### config.mk
export PLATFORM = sky130hd
export DESIGN_NAME = decoder_rr_arbiter
export DESIGN_NICKNAME = d
export VERILOG_FILES = /design/src/rtl/decoder_rr_arbiter.sv
export SDC_FILE = /design/constraint.sdc
export NUM_CORES = 1
export LEC_CHECK = 0
export CAP_MARGIN = 25
export CORE_ASPECT_RATIO = 1.5
export CORE_MARGIN = 10
export CORE_UTILIZATION = 55
export CTS_CLUSTER_SIZE = 25
export DETAILED_ROUTE_END_ITERATION = 8
export HOLD_SLACK_MARGIN = 0.12
export PLACE_DENSITY = 0.81
export SLEW_MARGIN = 25
export SYNTH_ARGS = -nofsm -noshare
export SYNTH_HDL_FRONTEND = slang
export SYNTH_SLANG_ARGS = --single-unit
### constraint.sdc
create_clock -name clk -period 3.1 [get_ports clk]
set_input_delay 0.62 -clock clk [delete_from_list [all_inputs] [get_ports clk]]
set_output_delay 0.62 -clock clk [all_outputs]
set_load 0.005 [all_outputs]
### src/rtl/decoder_rr_arbiter.sv
// Round-robin owner arbiter for a shared 3-to-8 decoder select path.
// Holds one-hot grant until release or hold timeout, then one dead cycle.
module decoder_rr_arbiter #(
  parameter int unsigned MAX_HOLD = 15,
  parameter int unsigned CNT_W    = 4
) (
  input  logic       clk,
  input  logic       rst,
  input  logic       en,
  input  logic [7:0] req,
  output logic [7:0] gnt,
  output logic [2:0] gnt_idx,
  output logic       gnt_valid,
  output logic       timeout,
  output logic       busy
);

  localparam logic [1:0] S_IDLE    = 2'd0;
  localparam logic [1:0] S_GRANT   = 2'd1;
  localparam logic [1:0] S_RELEASE = 2'd2;

  localparam logic [CNT_W-1:0] HOLD_LAST =
    CNT_W'(MAX_HOLD == 0 ? 0 : MAX_HOLD - 1);
  localparam logic [CNT_W-1:0] HOLD_SAT = '1;

  logic [1:0]       state_q, state_d;
  logic [2:0]       ptr_q, ptr_d;
  logic [CNT_W-1:0] hold_cnt_q, hold_cnt_d;
  logic [2:0]       gnt_idx_q, gnt_idx_d;
  logic             gnt_valid_q, gnt_valid_d;
  logic             timeout_q, timeout_d;

  logic [2:0] win_idx;
  logic [2:0] cand;
  logic       win_found;
  logic       owner_req;
  logic       hold_done;

  // Rotating priority search starting at ptr, wrapping mod 8
  always_comb begin
    win_idx   = 3'd0;
    win_found = 1'b0;
    cand      = ptr_q;
    for (int k = 0; k < 8; k++) begin
      cand = ptr_q + 3'(k);
      if (!win_found && req[cand]) begin
        win_idx   = cand;
        win_found = 1'b1;
      end
    end
  end

  assign owner_req = req[gnt_idx_q];
  assign hold_done = (MAX_HOLD != 0) && (hold_cnt_q == HOLD_LAST);

  // Next-state and ownership bookkeeping
  always_comb begin
    state_d     = state_q;
    ptr_d       = ptr_q;
    hold_cnt_d  = hold_cnt_q;
    gnt_idx_d   = gnt_idx_q;
    gnt_valid_d = gnt_valid_q;
    timeout_d   = 1'b0;
    unique case (state_q)
      S_IDLE: begin
        if (en && win_found) begin
          gnt_idx_d   = win_idx;
          gnt_valid_d = 1'b1;
          hold_cnt_d  = '0;
          state_d     = S_GRANT;
        end
      end
      S_GRANT: begin
        if (!owner_req || hold_done) begin
          gnt_valid_d = 1'b0;
          ptr_d       = gnt_idx_q + 3'd1;
          state_d     = S_RELEASE;
          timeout_d   = owner_req;
        end else if (hold_cnt_q != HOLD_SAT) begin
          hold_cnt_d = hold_cnt_q + CNT_W'(1);
        end
      end
      S_RELEASE: begin
        state_d = S_IDLE;
      end
      default: begin
        state_d     = S_IDLE;
        gnt_valid_d = 1'b0;
      end
    endcase
  end

  // State registers with synchronous reset
  always_ff @(posedge clk) begin
    if (rst) begin
      state_q     <= S_IDLE;
      ptr_q       <= 3'd0;
      hold_cnt_q  <= '0;
      gnt_idx_q   <= 3'd0;
      gnt_valid_q <= 1'b0;
      timeout_q   <= 1'b0;
    end else begin
      state_q     <= state_d;
      ptr_q       <= ptr_d;
      hold_cnt_q  <= hold_cnt_d;
      gnt_idx_q   <= gnt_idx_d;
      gnt_valid_q <= gnt_valid_d;
      timeout_q   <= timeout_d;
    end
  end

  assign gnt       = gnt_valid_q ? (8'd1 << gnt_idx_q) : 8'h00;
  assign gnt_idx   = gnt_idx_q;
  assign gnt_valid = gnt_valid_q;
  assign timeout   = timeout_q;
  assign busy      = (state_q != S_IDLE);

endmodule

==> flow_summary.json, run 1 <==
{
  "tritoncts": "built",
  "leakage_nw": 0.785,
  "synthXorXnorAreaFrac_pct": 2.53,
  "drv_slew": 0,
  "final_common_cell": "sky130_fd_sc_hd__clkdlybuf4s50_1",
  "dp_wirelength_um": 3650,
  "clkSinkCount": 14,
  "grt_setup_unrepaired": "false",
  "cp_data_required_time_ns": 3.23,
  "first_global_vias": 1670,
  "critical_path.n_buffers_inverters": 1,
  "startpoint_type": "register",
  "ys_types": 54,
  "post_route_cells_drive_above_1_share_pct": 15.8,
  "synth_enable_flop_cells": 0,
  "n_fill_cell": 235,
  "cts_max_path_buffers": 2,
  "initial_standard_cell_utilization_of_the_core_pct": 57.7,
  "area.growth.synth_to_final_pct": 21.2,
  "clk-insertion-delay-late_ns": 0.24,
  "synthAdderAreaFrac_pct": 7.45,
  "max_frequency_ghz": 0.342,
  "status": "finished clean",
  "postSynth.topFlopCell": "sky130_fd_sc_hd__dfxtp_1",
  "report.final.hold_viol_count": 0,
  "syn_inst": 178,
  "synthesis.nets": 199,
  "ys_async_sr_fraction_pct": 0,
  "gp_routability_congestion": 0.938,
  "global_route_wire_length_before_repair_um": 7640,
  "grt_start_max_net_pins": 13,
  "num_rows": 24,
  "synth_top_family_by_area": "multiplexers",
  "tritoncts.num_buffers": 3,
  "pwr-share-seq_pct": 26.4,
  "finalSetupViolations": 0,
  "synth_compound_gate_area_share_pct": 18.8,
  "wire_per_inst_um": 18.2,
  "yosys_warnings": 0,
  "clockPowerShare_pct": 20.9,
  "global_route.overflow_total": 0,
  "antenna_cells": 0,
  "slowest_delay_ns": 0.73,
  "final_routed_drc_violation_total": 0,
  "post_dp_cell_area_um2": 1980,
  "cts_repair_resize_count": 0,
  "drt_first_pass_iters": 4,
  "antenna_found_initial": 0,
  "min_period_over_period_pct": 94.2,
  "cts_root_buf": "sky130_fd_sc_hd__clkbuf_8",
  "power_frac_comb_pct": 52.7,
  "timing.critical_path.arrival_ns": 3.05,
  "cts_post_setup_buffers_inserted": 0,
  "core_um2": 2910,
  "post-place-cells": 244,
  "timing_worst_setup_path_type": "register to register",
  "horizontal_die_dimension_um": 65.1,
  "ys_ff_latch": 14,
  "fin_worst_skew_ns": 0.000986,
  "vdd_drop_max_uv": 317,
  "fin_area_um2": 2040,
  "die_area_um2": 5710,
  "synthesis.area_per_instance_um2": 9.44,
  "detailroute.via_count": 1582,
  "net_sw_share_pct": 38.4,
  "multiplexer_fraction_of_the_synthesized_cell_area_pct": 29.1,
  "min_path_type": "register to register",
  "globalRouteTotalUtil_pct": 16.3,
  "cellPowerDensity_nw_per_um2": 414,
  "finalWorstPathRequiredPeriod_ns": 2.92,
  "chipHeight_um": 87.7,
  "totalPowerFinal_mw": 0.843,
  "sequential_fraction_of_the_synthesis_area_pct": 16.7,
  "cp_cell_sequence": "inv_1 > ha_1 > mux4_1 > mux2i_1 > and3_1 > a21oi_1 > o211ai_1 > o21ai_0 > o41ai_1",
  "final_nets": 231,
  "crit_fanout": 6,
  "clk_pin_slew_worst_paths_ns": 0.06,
  "top_level_ports": 25,
  "route.antenna.remaining_nets": 0,
  "cts_htree_levels": 1,
  "worst_path_max_delay_cell": "sky130_fd_sc_hd__mux4_1",
  "synth_simple_gate_area_share_pct": 18.8,
  "setup.worst_path.end_class": "register",
  "cts_hold_repair.buffers": 0,
  "port_buffers": 24,
  "path_delay_family": "multiplexers",
  "max-slew-margin-rel_pct": 63.4,
  "power.net_switching_mw": 0.324,
  "netlist_area_um2": 1680,
  "power_report.internal_total_mw": 0.519,
  "layout.cells.non_filler": 248,
  "worst_pin_slew_ns": 0.548,
  "drv.max_cap_violation_count": 0,
  "via_per_inst": 6.38,
  "first_iter_violations": 113,
  "totalWireLength_um": 4500,
  "layout_common_cells": "sky130_fd_sc_hd__clkdlybuf4s50_1, sky130_fd_sc_hd__inv_1, sky130_fd_sc_hd__dfxtp_1, sky130_fd_sc_hd__nor2_1, sky130_fd_sc_hd__mux2i_1"
}
## cell families (layout without fill, tap and decap cells)
| family | Yosys count | after routing |
|---|---|---|
| AO/OA/AOI/OAI | 45 | 45 |
| XOR/XNOR | 4 | 4 |
| buffers and inverters | 21 | 52 |
| adder cells (fa/ha/maj) | 10 | 10 |
| multiplexers | 29 | 29 |
| flip-flops | 14 | 14 |
| AND/OR/NAND/NOR | 55 | 55 |
## worst register-to-register path, delay by kind of cell (launching register included)
family	cells	cell delay [ns]
buffers and inverters	1	0.09
and+or+nand+nor	1	0.22
AOI/OAI and AO/OA	4	0.58
adders and majority gates	1	0.46
DFF	1	0.33
muxes	2	1.11
## power groups by stage
stage | clock network, mW | registers, mW | logic, mW
6_report | 0.176 | 0.222 | 0.445
5_1_grt | 0.185 | 0.225 | 0.483
4_1_cts | 0.178 | 0.223 | 0.441
3_5_place_dp | 0 | 0.227 | 0.437
3_3_place_gp | 0 | 0.225 | 0.423
2_1_floorplan | 0 | 0.216 | 0.318
## state kept, by name, summed over array words and instances (netlist names)
name        cells
state_q         2
gnt_idx         3
gnt_valid       1
ptr_q           3
timeout         1
hold_cnt_q      4
## routing by layer
layer	global-route usage [%]	share of wire, %	vias up
li1	-	-	740
met1	15.3	36	764
met2	32.7	56	68
met3	3.32	5.6	10
met4	6.25	2.4	0
met5	0	0	-
## metrics by stage
| step | TNS, ns | utilization [%] | setup WS, ns | hold WS (ns) |
|---|---|---|---|---|
| after floorplan | 0 | - | 0.243 | 0.446 |
| after global placement | 0 | 68.0 | 0.0720 | 0.457 |
| after detailed placement | -0.133 | 68.0 | -0.0340 | 0.484 |
| after CTS | 0 | 69.9 | 0.206 | 0.491 |
| after global routing | 0 | 69.9 | 0.0236 | 0.509 |
| final | 0 | 69.9 | 0.178 | 0.490 |
## layout make-up
| class | instances | area, um^2 | area share, % |
|---|---|---|---|
| Clock buffer | 4 | 55.1 | 2.70 |
| Sequential cell | 14 | 280 | 13.8 |
| Timing Repair Buffer | 33 | 308 | 15.1 |
| Tap cell | 39 | 48.8 | 2.40 |
| Multi-Input combinational cell | 143 | 1290 | 63.3 |
| Inverter | 15 | 56.3 | 2.76 |
## worst paths after layout
path,start,endpoint,slack [ns],cells past startpoint
worst max register to register,ptr_q[0],gnt_idx[1],0.18,9
worst min register to register,state_q[0],state_q[0],0.49,2
worst max-delay path,ptr_q[0],gnt_idx[1],0.18,9
worst min-delay path,state_q[0],state_q[0],0.49,2
## synthesized netlist by cell type, types with 2 or more instances
| cell | n | area share, % |
|---|---|---|
| sky130_fd_sc_hd__a211oi_1 | 2 | 0.89 |
| sky130_fd_sc_hd__a21boi_1 | 2 | 0.89 |
| sky130_fd_sc_hd__a21oi_1 | 11 | 3.3 |
| sky130_fd_sc_hd__a221oi_1 | 2 | 1.0 |
| sky130_fd_sc_hd__a31oi_1 | 3 | 1.1 |
| sky130_fd_sc_hd__and2_1 | 5 | 1.9 |
| sky130_fd_sc_hd__and3_1 | 4 | 1.5 |
| sky130_fd_sc_hd__buf_6 | 2 | 1.3 |
| sky130_fd_sc_hd__dfxtp_1 | 14 | 17 |
| sky130_fd_sc_hd__ha_1 | 10 | 7.4 |
| sky130_fd_sc_hd__inv_1 | 15 | 3.4 |
| sky130_fd_sc_hd__mux2i_1 | 13 | 7.7 |
| sky130_fd_sc_hd__mux2i_4 | 2 | 2.7 |
| sky130_fd_sc_hd__mux4_1 | 5 | 7.8 |
| sky130_fd_sc_hd__mux4_2 | 7 | 9.4 |
| sky130_fd_sc_hd__nand2_1 | 9 | 2.0 |
| sky130_fd_sc_hd__nand2b_1 | 2 | 0.74 |
| sky130_fd_sc_hd__nand3_1 | 5 | 1.5 |
| sky130_fd_sc_hd__nor2_1 | 13 | 2.9 |
| sky130_fd_sc_hd__nor2b_1 | 4 | 1.5 |
| sky130_fd_sc_hd__nor3_1 | 2 | 0.60 |
| sky130_fd_sc_hd__o21a_1 | 4 | 1.8 |
| sky130_fd_sc_hd__o21ai_0 | 9 | 2.7 |
| sky130_fd_sc_hd__o221ai_1 | 2 | 1.0 |
| sky130_fd_sc_hd__xor2_1 | 2 | 1.0 |
No activity file was read; power rests on OpenSTA's default activity.
==> run 2: changes to the inputs <==
CORE_MARGIN = 1.5   (was 10)
PLACE_DENSITY = 0.78   (was 0.81)
==> flow_summary.json, run 2 (same netlist as run 1, synthesis figures left out) <==
{
  "status": "finished clean",
  "worstRegToRegCells": 9,
  "cts_max_path_buffers": 2,
  "global_route.overflow_total": 0,
  "antenna_cells": 0,
  "cts_root_buf": "sky130_fd_sc_hd__clkbuf_8",
  "clockPowerShare_pct": 18.3,
  "hold-path-cell-count": 1,
  "max_frequency_ghz": 0.347,
  "largest_reg_flops": 4,
  "leakage_nw": 0.798,
  "global_route_wire_length_before_repair_um": 6780,
  "finalSetupViolations": 0,
  "vdd_drop_max_uv": 415,
  "globalRouteTotalUtil_pct": 27.1,
  "finalWorstPathRequiredPeriod_ns": 2.88,
  "clk-insertion-delay-late_ns": 0.25,
  "layout.core_utilization_pct": 70.5,
  "gp_routability_congestion": 0.983,
  "grt_setup_unrepaired": "false",
  "antenna_found_initial": 0,
  "pwr-share-seq_pct": 26.9,
  "critical_path_depth": 9,
  "area.growth.synth_to_final_pct": 22.2,
  "horizontal_die_dimension_um": 48.1,
  "detailroute.via_count": 1542,
  "fin_tns_setup_ns": 0,
  "dp_wirelength_um": 3410,
  "cellPowerDensity_nw_per_um2": 403,
  "min_path_type": "register to register",
  "slowest_delay_ns": 0.71,
  "drv_slew": 0,
  "totalWireLength_um": 4310,
  "reg2reg_from": "ptr_q[0]",
  "num_rows": 24,
  "totalPowerFinal_mw": 0.828,
  "power_frac_comb_pct": 54.8,
  "initial_standard_cell_utilization_of_the_core_pct": 57.7,
  "core_um2": 2910,
  "post_route_cells_drive_above_1_share_pct": 17.0,
  "clk_pin_slew_worst_paths_ns": 0.06,
  "via_per_inst": 6.14,
  "top_level_ports": 25,
  "cts_htree_levels": 1,
  "final_common_cell": "sky130_fd_sc_hd__clkdlybuf4s50_1",
  "r2r_setup_slack_ns": 0.22,
  "net_sw_share_pct": 39.2,
  "worst_pin_slew_ns": 0.506,
  "final_routed_drc_violation_total": 0,
  "crit_fanout": 7,
  "first_global_vias": 1502,
  "report.final.hold_viol_count": 0,
  "setup.worst_path.end_class": "register",
  "whs_endpoint": "state_q[1]",
  "worst_path_max_delay_cell": "sky130_fd_sc_hd__mux4_1",
  "worst_hold_startpoint": "state_q[1]",
  "final_nets": 235,
  "timing_worst_setup_path_type": "register to register",
  "path_delay_family": "multiplexers",
  "top_register": "hold_cnt_q",
  "cp_cell_sequence": "inv_1 > ha_1 > mux4_1 > mux2i_4 > and4_4 > nand3_4 > a32oi_4 > xnor2_1 > nor3_2",
  "drt_first_pass_iters": 4,
  "first_iter_violations": 49,
  "cp_data_required_time_ns": 3.22,
  "cts_hold_repair.buffers": 0,
  "layout_common_cells": "sky130_fd_sc_hd__clkdlybuf4s50_1, sky130_fd_sc_hd__inv_1, sky130_fd_sc_hd__dfxtp_1",
  "clkSinkCount": 14,
  "cts_repair_resize_count": 0,
  "port_buffers": 24,
  "die_area_um2": 3400,
  "power_report.internal_total_mw": 0.503,
  "chipHeight_um": 70.7,
  "min_period_over_period_pct": 92.9,
  "r2r_end": "hold_cnt_q[0]",
  "route.antenna.remaining_nets": 0,
  "critical_path.n_buffers_inverters": 1,
  "tritoncts": "built",
  "max-slew-margin-rel_pct": 66.2,
  "power.net_switching_mw": 0.325,
  "tritoncts.num_buffers": 3,
  "startpoint_type": "register",
  "wire_per_inst_um": 17.2,
  "grt_start_max_net_pins": 13,
  "timing.critical_path.arrival_ns": 3.00,
  "fin_worst_skew_ns": 0.00395,
  "cts_post_setup_buffers_inserted": 0,
  "drv.max_cap_violation_count": 0
}
run 2: worst max-delay path by stage:
stage	from	to	slack, ns
final	ptr_q[0]	hold_cnt_q[0]	0.22
after global placement	req[7]	hold_cnt_q[2]	0.08
after detailed placement	req[0]	hold_cnt_q[0]	0.03
after global routing	req[3]	gnt_idx[0]	0.002
after floorplan	ptr_q[1]	hold_cnt_q[2]	0.24
after CTS	ptr_q[0]	hold_cnt_q[0]	0.23
run 2: area by class of cell:
class / instances / area [um^2]
clock buffer: 3 / 41.3
fill: 232 / 860
inverter: 15 / 56.3
multi-input combinational: 143 / 1290
sequential: 14 / 280
tap: 39 / 48.8
timing repair buffer: 37 / 338
run 2: worst register-to-register path, cell delays in order, from the launching register on:
cell,delay (ns)
sky130_fd_sc_hd__dfxtp_1,0.33
sky130_fd_sc_hd__inv_1,0.09
sky130_fd_sc_hd__ha_1,0.47
sky130_fd_sc_hd__mux4_1,0.71
sky130_fd_sc_hd__mux2i_4,0.23
sky130_fd_sc_hd__and4_4,0.27
sky130_fd_sc_hd__nand3_4,0.10
sky130_fd_sc_hd__a32oi_4,0.32
sky130_fd_sc_hd__xnor2_1,0.17
sky130_fd_sc_hd__nor3_2,0.06
run 2: metrics by stage:
stage	setup WS, ns	instances	hold WS, ns	cell area, um^2
after CTS	0.227	251	0.480	2050
final	0.220	251	0.477	2050
after global placement	0.0753	248	0.456	2010
after detailed placement	0.0268	248	0.471	2010
after floorplan	0.243	178	0.446	1680
after global routing	0.00200	251	0.501	2050
run 2: metal layers:
metal / wire length (um) / GRT usage, %
met3: 166 / 1.79
met4: 169 / 14.7
met1: 1690 / 31.6
met2: 2290 / 46.1
met5: 0 / 0
run 2: power groups by stage:
stage / combinational [mW] / sequential (mW) / clock, mW
floorplan: 0.318 / 0.216 / 0
global placement: 0.438 / 0.225 / 0
detailed placement: 0.448 / 0.227 / 0
CTS: 0.451 / 0.223 / 0.151
global route: 0.492 / 0.226 / 0.156
finish: 0.454 / 0.223 / 0.151
